$ cat src/rtl/axis_uart_tx_pkg.sv
// Shared helpers for the stream-to-UART transmitter and its baud counter.
package axis_uart_tx_pkg;

    // Counter width for a modulus n; never narrower than one bit.
    function automatic int unsigned cnt_width(input int unsigned n);
        return (n <= 1) ? 1 : $clog2(n);
    endfunction

endpackage

$ cat src/rtl/uart_baud_counter.sv
// Bit-period divider: counts 0..CLOCK_DIV-1 while enabled, held at 0 otherwise.
module uart_baud_counter
    import axis_uart_tx_pkg::*;
#(
    parameter int unsigned CLOCK_DIV = 16
) (
    input  logic clock,
    input  logic resetn,
    input  logic enable,
    output logic tick
);

    localparam int unsigned CW = cnt_width(CLOCK_DIV);
    localparam logic [CW-1:0] LAST = CW'(CLOCK_DIV - 1);

    logic [CW-1:0] cnt;

    always_ff @(posedge clock or negedge resetn) begin
        if (!resetn) begin
            cnt <= '0;
        end else if (!enable || cnt == LAST) begin
            cnt <= '0;
        end else begin
            cnt <= cnt + CW'(1);
        end
    end

    // Final cycle of the current bit period.
    assign tick = enable && (cnt == LAST);

endmodule

$ cat src/rtl/axis_uart_tx.sv
// Serialises valid/ready stream words onto a UART line (start, LSB-first data, stop bits).
module axis_uart_tx
    import axis_uart_tx_pkg::*;
#(
    parameter int unsigned DATA_WIDTH = 8,
    parameter int unsigned CLOCK_DIV  = 16,
    parameter int unsigned STOP_BITS  = 1
) (
    input  logic                  clock,
    input  logic                  resetn,
    input  logic [DATA_WIDTH-1:0] idata,
    input  logic                  ivalid,
    output logic                  iready,
    output logic                  txd,
    output logic                  busy
);

    typedef enum logic [1:0] {
        IDLE  = 2'd0,
        START = 2'd1,
        DATA  = 2'd2,
        STOP  = 2'd3
    } state_t;

    localparam int unsigned BW = $clog2(DATA_WIDTH + 1);
    localparam logic [BW-1:0] LAST_BIT  = BW'(DATA_WIDTH - 1);
    localparam logic [BW-1:0] LAST_STOP = BW'(STOP_BITS - 1);

    state_t                  state, state_next;
    logic [DATA_WIDTH-1:0]   shift, shift_next;
    logic [BW-1:0]           bitcnt, bitcnt_next;
    logic                    txd_next, busy_next;
    logic                    baud_en, tick, xfer;

    assign baud_en = (state != IDLE);

    uart_baud_counter #(
        .CLOCK_DIV (CLOCK_DIV)
    ) u_baud (
        .clock  (clock),
        .resetn (resetn),
        .enable (baud_en),
        .tick   (tick)
    );

    // Ready in idle, or in the very last cycle of the final stop bit so frames abut.
    assign iready = (state == IDLE) || (state == STOP && bitcnt == LAST_STOP && tick);
    assign xfer   = ivalid && iready;

    always_ff @(posedge clock or negedge resetn) begin
        if (!resetn) begin
            state  <= IDLE;
            shift  <= '0;
            bitcnt <= '0;
            txd    <= 1'b1;
            busy   <= 1'b0;
        end else begin
            state  <= state_next;
            shift  <= shift_next;
            bitcnt <= bitcnt_next;
            txd    <= txd_next;
            busy   <= busy_next;
        end
    end

    // txd_next is derived from the next state so the line flop changes with the state.
    always_comb begin
        state_next  = state;
        shift_next  = shift;
        bitcnt_next = bitcnt;
        txd_next    = txd;
        busy_next   = busy;
        case (state)
            IDLE: begin
                if (xfer) begin
                    state_next  = START;
                    shift_next  = idata;
                    bitcnt_next = '0;
                    txd_next    = 1'b0;
                    busy_next   = 1'b1;
                end
            end
            START: begin
                if (tick) begin
                    state_next  = DATA;
                    bitcnt_next = '0;
                    txd_next    = shift[0];
                end
            end
            DATA: begin
                if (tick) begin
                    if (bitcnt == LAST_BIT) begin
                        state_next  = STOP;
                        bitcnt_next = '0;
                        txd_next    = 1'b1;
                    end else begin
                        shift_next  = shift >> 1;
                        bitcnt_next = bitcnt + BW'(1);
                        txd_next    = shift[1];
                    end
                end
            end
            STOP: begin
                if (tick) begin
                    if (bitcnt == LAST_STOP) begin
                        bitcnt_next = '0;
                        if (xfer) begin
                            state_next = START;
                            shift_next = idata;
                            txd_next   = 1'b0;
                        end else begin
                            state_next = IDLE;
                            txd_next   = 1'b1;
                            busy_next  = 1'b0;
                        end
                    end else begin
                        bitcnt_next = bitcnt + BW'(1);
                    end
                end
            end
        endcase
    end

endmodule
$ cat config.mk
export PLATFORM = sky130hd
export DESIGN_NAME = axis_uart_tx
export DESIGN_NICKNAME = d
export VERILOG_FILES = /design/src/rtl/axis_uart_tx_pkg.sv /design/src/rtl/uart_baud_counter.sv /design/src/rtl/axis_uart_tx.sv
export SDC_FILE = /design/constraint.sdc
export NUM_CORES = 1
export LEC_CHECK = 0
export ABC_CLOCK_PERIOD_IN_PS = 4150
export CORE_MARGIN = 2
export CORE_UTILIZATION = 58
export CTS_CLUSTER_DIAMETER = 80
export CTS_CLUSTER_SIZE = 25
export DETAILED_ROUTE_END_ITERATION = 7
export PLACE_DENSITY_LB_ADDON = 0.2
export SYNTH_ARGS = -nofsm -noshare
export SYNTH_HDL_FRONTEND = slang
export SYNTH_SLANG_ARGS = --single-unit
$ cat constraint.sdc
create_clock -name clock -period 4.15 [get_ports clock]
set_input_delay 0.415 -clock clock [delete_from_list [all_inputs] [get_ports clock]]
set_output_delay 0.415 -clock clock [all_outputs]
set_load 0.005 [all_outputs]
# [Word-level counts from Yosys, hierarchy flattened]
# Index checks and enable logic that the tools add are counted.
[op_classes] add_sub_neg=2 n_eq_ne=13 mux=35 n_reduce_logical=17
[op_table] operator="8-bit two-way mux" count=5
[op_table] operator="4-bit two-way mux" count=7
[op_table] operator="8-bit case mux with 3 select lines" count=1
[op_table] operator="4-bit case mux with 4 select lines" count=1
[op_table] operator="5-bit AND reduction" count=3
[op_table] operator="2-bit != test (second input constant)" count=7
[op_table] operator="1-bit two-way mux" count=12
[op_table] operator="2-bit two-way mux" count=6
[op_table] operator="4-bit by 1-bit adder with 4-bit output (second input constant)" count=2
[op_table] operator="2-bit case mux with 4 select lines" count=1
[op_table] operator="6-bit AND reduction" count=1
[op_table] operator="2-bit == test (second input constant)" count=2
[op_table] operator="4-bit by 3-bit == test with 1-bit output (second input constant)" count=1
[op_table] operator="4-bit == test (second input constant)" count=1
[op_table] operator="1-bit logical AND" count=4
[op_table] operator="4-bit zero test" count=1
[op_table] operator="1-bit case mux with 4 select lines" count=1
[op_table] operator="4-bit AND reduction" count=1
[op_table] operator="2-bit nonzero test" count=2
[op_table] operator="3-bit nonzero test" count=1
[op_table] operator="2-bit by 1-bit == test with 1-bit output (second input constant)" count=1
[op_table] operator="2-bit zero test" count=1
[op_table] operator="1-bit logical OR" count=2
[op_table] operator="2-bit by 1-bit != test with 1-bit output (second input constant)" count=1
[op_table] operator="2 further kinds" count=2
[totals] register_bits=20 input_bits=11 output_inout_bits=3 elab_cells=73

# [Longest topological paths before layout]
# Gate-level depths: netlist (run 1).
[logic_depth] word_depth=9 ltp_mapped=8 ltp_nobuf=7

# [Hierarchy]
# Synthesis (run 1) repeated with hierarchy kept, for this count alone.
[unflattened] cells_unflattened=117 area_unflattened_um2=1256.2
[modules_own_cells] mod="axis_uart_tx" instances=1 cells_each=102 area_per_inst_um2=1082.3 seq_area_each_um2=401.6
[modules_own_cells] mod="uart_baud_counter" instances=1 cells_each=15 area_per_inst_um2=173.9 seq_area_each_um2=100.1

# [Worst setup path before layout (run 1)]
# OpenSTA, ideal clock, no wires.
[synth_timing] path_type="flip-flop to flip-flop" start="register state[0]" end="register shift[0]" setup_time_ns=0.125 t_arrival_ns=1.842 t_required_ns=4.025 setup_slack_ns=2.184 stages_incl_launch_ff=8 path_buffers=1 period_less_slack_ns=1.966 path_cell_list="dfrtp_1 -> inv_1 -> ha_1 -> clkbuf_1 -> nand4b_1 -> o21ai_0 -> nand4b_4 -> mux2_2"
[synth_via] elab_chain_len=9 word_cells_on_any_way=19 cone_classes="eq/ne (6); mux (4); reduce/logical (9)"
[synth_lines] item="start: declaration" line_no="axis_uart_tx.sv:29" text="state_t state, state_next;"
[synth_lines] item="start signal: assignment" line_no="axis_uart_tx.sv:58" text="state <= state_next;"
[synth_lines] item="2-bit == test or 2-bit nonzero test (tied branches)" line_no="axis_uart_tx.sv:47, axis_uart_tx.sv:73, axis_uart_tx.sv:35"
[synth_lines] item="1-bit logical AND (on tied branches)" line_no="axis_uart_tx.sv:47, uart_baud_counter.sv:29"
[synth_lines] item="1-bit logical AND" line_no="axis_uart_tx.sv:47" text="assign iready = (state == IDLE) || (state == STOP && bitcnt == LAST_STOP && tick);"
[synth_lines] item="1-bit logical OR" line_no="axis_uart_tx.sv:47"
[synth_lines] item="1-bit logical AND" line_no="axis_uart_tx.sv:48" text="assign xfer = ivalid && iready;"
[synth_lines] item="8-bit two-way mux (3 in series)"
[synth_lines] item="8-bit case mux with 3 select lines" line_no="axis_uart_tx.sv:73" text="case (state)"
[synth_lines] item="end signal: assignment" line_no="axis_uart_tx.sv:59" text="shift <= shift_next;"
[synth_lines] item="end: declaration" line_no="axis_uart_tx.sv:30" text="logic [DATA_WIDTH-1:0] shift, shift_next;"
# Several ways; a longest one is shown, not always the timed one. The select of a mux whose other input is x is not followed.
# A chain may end at the register's enable or synchronous reset.

# [Worst setup path in the final report (run 1)]
[layout_timing] start="register bitcnt[0]" end="output port iready"
[layout_via] elab_chain_len=4
[layout_lines] item="start: declaration" line_no="axis_uart_tx.sv:31" text="logic [BW-1:0] bitcnt, bitcnt_next;"
[layout_lines] item="start signal: assignment" line_no="axis_uart_tx.sv:60" text="bitcnt <= bitcnt_next;"
[layout_lines] item="4-bit zero test" line_no="axis_uart_tx.sv:47"
[layout_lines] item="1-bit logical AND (2 in series)" line_no="axis_uart_tx.sv:47"
[layout_lines] item="1-bit logical OR" line_no="axis_uart_tx.sv:47"
[layout_lines] item="end: declaration" line_no="axis_uart_tx.sv:13" text="output logic iready,"
# Every way passes these cells.

==> results of run 1 <==
-- worst paths after layout --
kind                           start            end  slack [ns]  depth (start not counted)
max in group asynchronous     resetn       shift[1]        3.00                          1
min reg2reg                      txd            txd        0.47                          2
max reg2reg                 state[0]       state[1]        1.87                          5
min in group asynchronous     resetn  u_baud.cnt[2]        0.60                          1
max                        bitcnt[0]         iready        1.53                          6
min                              txd            txd        0.47                          2
-- cells by family after synthesis --
kind of cell               Yosys count  synth area share
buffers and inverters               10            0.0417
DFF                                 20             0.418
muxes                               17             0.160
and+or+nand+nor                     27             0.149
adders and majority gates            8            0.0834
xor gates and xnor gates             2            0.0146
AOI/OAI and AO/OA                   24             0.133
-- layer usage --
metal  GRT usage  up-vias  part of all wire
met3      0.0273        5             0.023
li1            -      424                 -
met2       0.338       12              0.50
met5           0        -                 0
met4      0.0833        0             0.019
met1       0.231      420              0.46
-- sequential cells by signal (all words and copies together) (netlist names) --
name,count
u_baud.cnt,4
txd,1
shift,8
busy,1
bitcnt,4
state,2
-- layout make-up --
cell class                 count  share of cell area
tap                           27              0.0243
sequential                    20               0.361
multi-input combinational     78               0.467
inverter                       6              0.0162
timing repair buffer          13              0.0937
clock inverter                 1              0.0216
clock buffer                   3              0.0162
-- synth_stat cells (2+ instances only) --
master and instances:
nand4b_1 2, nand2_1 7, nor2_1 4, mux2_2 17, a21oi_1 6, o41ai_1 2
nand3_1 2, inv_1 6, ha_1 8, nor3_1 2, dfrtp_1 19, o21ai_0 6
-- power groups by stage --
stage                     logic [uW]  clock network (uW)  registers [uW]
after floorplan                0.129                   0             199
after global placement          13.6                   0             199
final                           13.6                 163             195
after detailed placement        13.9                   0             199
after CTS                       14.0                 164             195
after global routing            15.2                 173             195
-- stage by stage --
step                      utilization  power, uW
after CTS                       0.708        372
after floorplan                     -        199
after detailed placement        0.681        212
after global routing            0.708        383
after global placement          0.681        212
final                           0.708        371
-- worst max-delay path, stage by stage, from the launching register on --
cell and delay, ns:
dfrtp_1 0.41, inv_1 0.09, ha_1 0.14, or3b_1 0.47
nor2_4 0.16, a21o_2 0.14, clkdlybuf4s50_1 0.49
==> impl_metrics.csv, run 1 <==
group,metric,value,unit
timing,final-setup-viol-count,0,
route,drc_errors,0,
place,pre_cts_ws,1.87,ns
pwr,p_switching,70.3,uW
cts,htreeDepth,1,
die,dieArea,0.00245,mm^2
critical_path,end_kind,"output port",
global_route,grt_pass1_vias,866,
logic_synthesis,synth.distinct_cells,39,
logic_synthesis,synth_top_area_cell,"dfrtp_1",
final_layout,antennaDiodeCount,0,
global_route,antenna_found_initial,0,
cts,cts-hold-fix-buffers,0,
logic_synthesis,synthCells,108,
logic_synthesis,synth_seq_cells,20,
timing,finalSetupTns,0,ns
timing,slew_headroom,0.393,
pwr,p_int,301,uW
logic_synthesis,synth_top_area_frac,0.396,
critical_path,required,3.73,ns
final_layout,final_cell_count_no_fill,148,
cts,post-cts-setup-buffer-count,0,
pwr,p_leak,0.000636,uW
route,dr_total_vias,861,
cts,cts_buffers,3,
final_layout,drive_gt1_frac,0.231,
logic_synthesis,synth_area,0.00120,mm^2
global_route,grt_max_degree,21,
place,dp_hpwl,1500,um
die,io_pins,14,
critical_path,arrival,2.21,ns
logic_synthesis,postSynthAreaPerCell,11.1,um^2
final_layout,nNetsFinal,141,
die,initial_utilization,0.612,
final_layout,fillers,158,
hold_path,hp-class,"register to register",
pwr,p_per_area,267,mW/mm^2
place,port_buffers,13,
logic_synthesis,synth.area.top_cells,"dfrtp_1 (40%), mux2_2 (16%), ha_1 (8.3%)",
global_route,grt_pass1_wl,3590,um
pwr,pwr-share-comb,0.037,
cts,root_buffer,"clkbuf_4",
timing,hold_violations,0,
die,die_w,49.5,um
cts,cts_max_path_buffers,2,
logic_synthesis,async_reset_ff_frac,1.00,
die,num_rows,16,
timing,max_freq,381,MHz
logic_synthesis,ys_seq_area_frac,0.418,
timing,post-route-min-period,2.62,ns
final_layout,layout_common_cells,"dfrtp_1 (19), mux2_2 (17), clkdlybuf4s50_1 (13), ha_1 (8), nand2_1 (7)",
cts,post_cts_resized,0,
pwr,power.clock.fraction,0.438,
logic_synthesis,synth_ff_type,"dfrtp_1",
route,wirelength,2070,um
logic_synthesis,syn_nets,127,
route,viasPerCell,5.82,
global_route,grtUsageTotal,0.191,
final_layout,final_common_cell,"dfrtp_1",
cts,cts_tree,"done",
final_layout,multi_input_area,648,um^2
die,fp.dieH,49.5,um
timing,rsz0062_at_grt,"false",
pwr,switching_share,0.189,
pwr,p_seq_frac,0.525,
timing,timing.hold.ws,0.475,ns
final_layout,ff_latch_area,502,um^2
route,antenna_left,0,
timing,fin_ws,1.53,ns
cts,cts_sinks,20,
route,routedWlPerCell,14.0,um
route,drtIter0Drc,8,
pwr,ir_worst_vdd,0.207,mV
timing,post-route-period-util,0.632,
final_layout,finalInstanceArea,0.00139,mm^2
place,dp.cells,144,
place,place.gp.congestion,0.852,
critical_path,worstSetupPathType,"register to output port",
cts,insertion_delay,0.31,ns
timing,finClkSkew,0.00369,ns
logic_synthesis,synth_edf_count,0,
critical_path,start_kind,"register",
timing,tightest_slew,0.908,ns
run,drv_cap,0,
die,coreArea,0.00196,mm^2
global_route,grt_overflow_total,0,
final_layout,synthToLayoutAreaGrowth,15.7,%
route,first_pass_iters,4,
cts,cts.clk_slew.worst_paths,0.12,ns
logic_synthesis,yosysWarnings,0,
timing,drv_slew,0,
place,postPlaceCellArea,0.00134,mm^2
run_status,run_status,"finished clean",
critical_path,critPathMaxFanout,6,
No activity file was read; power rests on OpenSTA's default activity.
==> run 2, diff against run 1 <==
Settings changed: ABC_CLOCK_PERIOD_IN_PS 4150 to 2600, CORE_UTILIZATION 58 to 54.
Clock period 4.15 ns to 2.6 ns, I/O delays scaled along.
==> impl_metrics.csv, run 2 (synthesis gave the netlist of run 1 again) <==
group,metric,value,unit
run_status,run_status,"finished clean",
route,antenna_left,0,
cts,htreeDepth,1,
place,pre_cts_ws,0.474,ns
timing,finClkSkew,0.00677,ns
critical_path,worstSetupStartpoint,"bitcnt[0]",
critical_path,cp.buffers_inverters,2,
critical_path,slowest_stage,"or3b_1",
timing,hold_violations,0,
global_route,antenna_found_initial,0,
cts,cts_sinks,20,
global_route,met2_usage,0.318,
critical_path,critPathMaxFanout,6,
critical_path,start_kind,"register",
die,io_pins,14,
cts,cts-hold-fix-buffers,0,
cts,cts_max_path_buffers,2,
critical_path,critPathMaxStageDelay,0.48,ns
route,first_pass_iters,3,
cts,root_buffer,"clkbuf_4",
final_layout,layout_common_cells,"dfrtp_1 (19), mux2_2 (17), clkdlybuf4s50_1 (13), ha_1 (8), nand2_1 (7)",
critical_path,crit_family,"simple AND/OR/NAND/NOR gates",
final_layout,reg_top3,"shift: 8 flops, bitcnt: 4 flops, u_baud.cnt: 4 flops",
global_route,grt-busiest-layer,"met2",
die,die_w,51.1,um
critical_path,worstSetupPathType,"register to output port",
cts,insertion_delay,0.29,ns
place,port_buffers,13,
run,drv_cap,0,
final_layout,antennaDiodeCount,0,
die,num_rows,17,
die,fp.dieH,51.1,um
global_route,grt_pass1_wl,3480,um
pwr,ir_worst_vdd,0.301,mV
die,initial_utilization,0.559,
final_layout,largest_reg_flops,8,
route,drtIter0Drc,13,
hold_path,hp-class,"input pin to asynchronous set/reset pin",
place,postPlaceCellArea,0.00135,mm^2
timing,drv_slew,0,
pwr,p_total,482,uW
final_layout,fillers,197,
timing,tightest_slew,0.529,ns
critical_path,required,2.34,ns
global_route,grt_pass1_vias,814,
die,coreArea,0.00215,mm^2
cts,cts_tree,"done",
timing,max_freq,407,MHz
route,wirelength,2100,um
timing,post-route-period-util,0.946,
timing,rsz0062_at_grt,"false",
cts,post_cts_resized,0,
cts,cts_buffers,3,
timing,fin_ws,0.142,ns
pwr,p_per_area,349,mW/mm^2
route,drc_errors,0,
final_layout,synthToLayoutAreaGrowth,14.9,%
pwr,p_leak,0.000633,uW
critical_path,r2r_start,"bitcnt[0]",
timing,slew_headroom,0.647,
final_layout,utilization,0.642,
place,dp_hpwl,1590,um
route,viasPerCell,5.58,
global_route,met1_usage,0.217,
final_layout,drive_gt1_frac,0.236,
timing,finalSetupTns,0,ns
place,place.gp.congestion,0.810,
critical_path,arrival,2.20,ns
critical_path,path_cells,"inv_1 -> ha_1 -> or3b_1 -> nor2_4 -> a21o_2 -> clkdlybuf4s50_1",
final_layout,finalInstanceArea,0.00138,mm^2
final_layout,final_common_cell,"dfrtp_1",
global_route,grtUsageTotal,0.175,
global_route,grt_overflow_total,0,
timing,post-route-min-period,2.46,ns
global_route,grtUsageMet3,0.0351,
critical_path,end_kind,"output port",
die,dieArea,0.00262,mm^2
timing,final-setup-viol-count,0,
final_layout,largest_register,"shift",
cts,cts.clk_slew.worst_paths,0.11,ns
route,routedWlPerCell,13.9,um
cts,post-cts-setup-buffer-count,0,
final_layout,nNetsFinal,143,
global_route,grt_max_degree,21,
route,dr_total_vias,843,
run 2: layout make-up:
cell class	instances	area, um^2	share of cell area
well taps	28	35.0	0.0254
multi-input cells	78	648	0.470
flip-flops and latches	20	502	0.364
repair buffers	15	145	0.105
inverters	6	22.5	0.0163
clock buffers	4	26.3	0.0191
run 2: worst paths after layout:
kind                            slack [ns]  cells after the start        to
worst max-delay path                  0.14                      6    iready
worst min-delay path                  0.30                      2      busy
worst max register to register        0.47                      7  shift[3]
worst min register to register        0.47                      2       txd
max in group asynchronous             2.03                      2       txd
min in group clock                    0.47                      2       txd
run 2: power by group:
group	internal [uW]	leakage [uW]	switching (uW)
Sequential	311	0.000261	0
Combinational	14.2	0.000357	8.70
Clock	59.5	0.0000150	88.3
Total	385	0.000633	97.0
run 2: worst register-to-register path, cell delays in order (launching register included):
cell and delay [ns]:
dfrtp_1 0.42, inv_1 0.09, ha_1 0.15, or3b_1 0.48, nor2_4 0.16, a311o_2 0.22
nand4b_4 0.19, mux2_2 0.33
run 2: per-layer routing:
metal  part of all wire  vias to the layer above  wire length, um
li1                   -                      423                -
met2               0.50                        9             1060
met1               0.47                      409              976
met3              0.023                        2               48
met5                  0                        -                0
met4             0.0067                        0               14
run 2: through the flow:
step	hold slack (ns)	cells
after floorplan	-0.0356	108
after global placement	0.458	147
after detailed placement	0.461	147
after CTS	0.300	151
after global routing	0.309	151
final	0.299	151
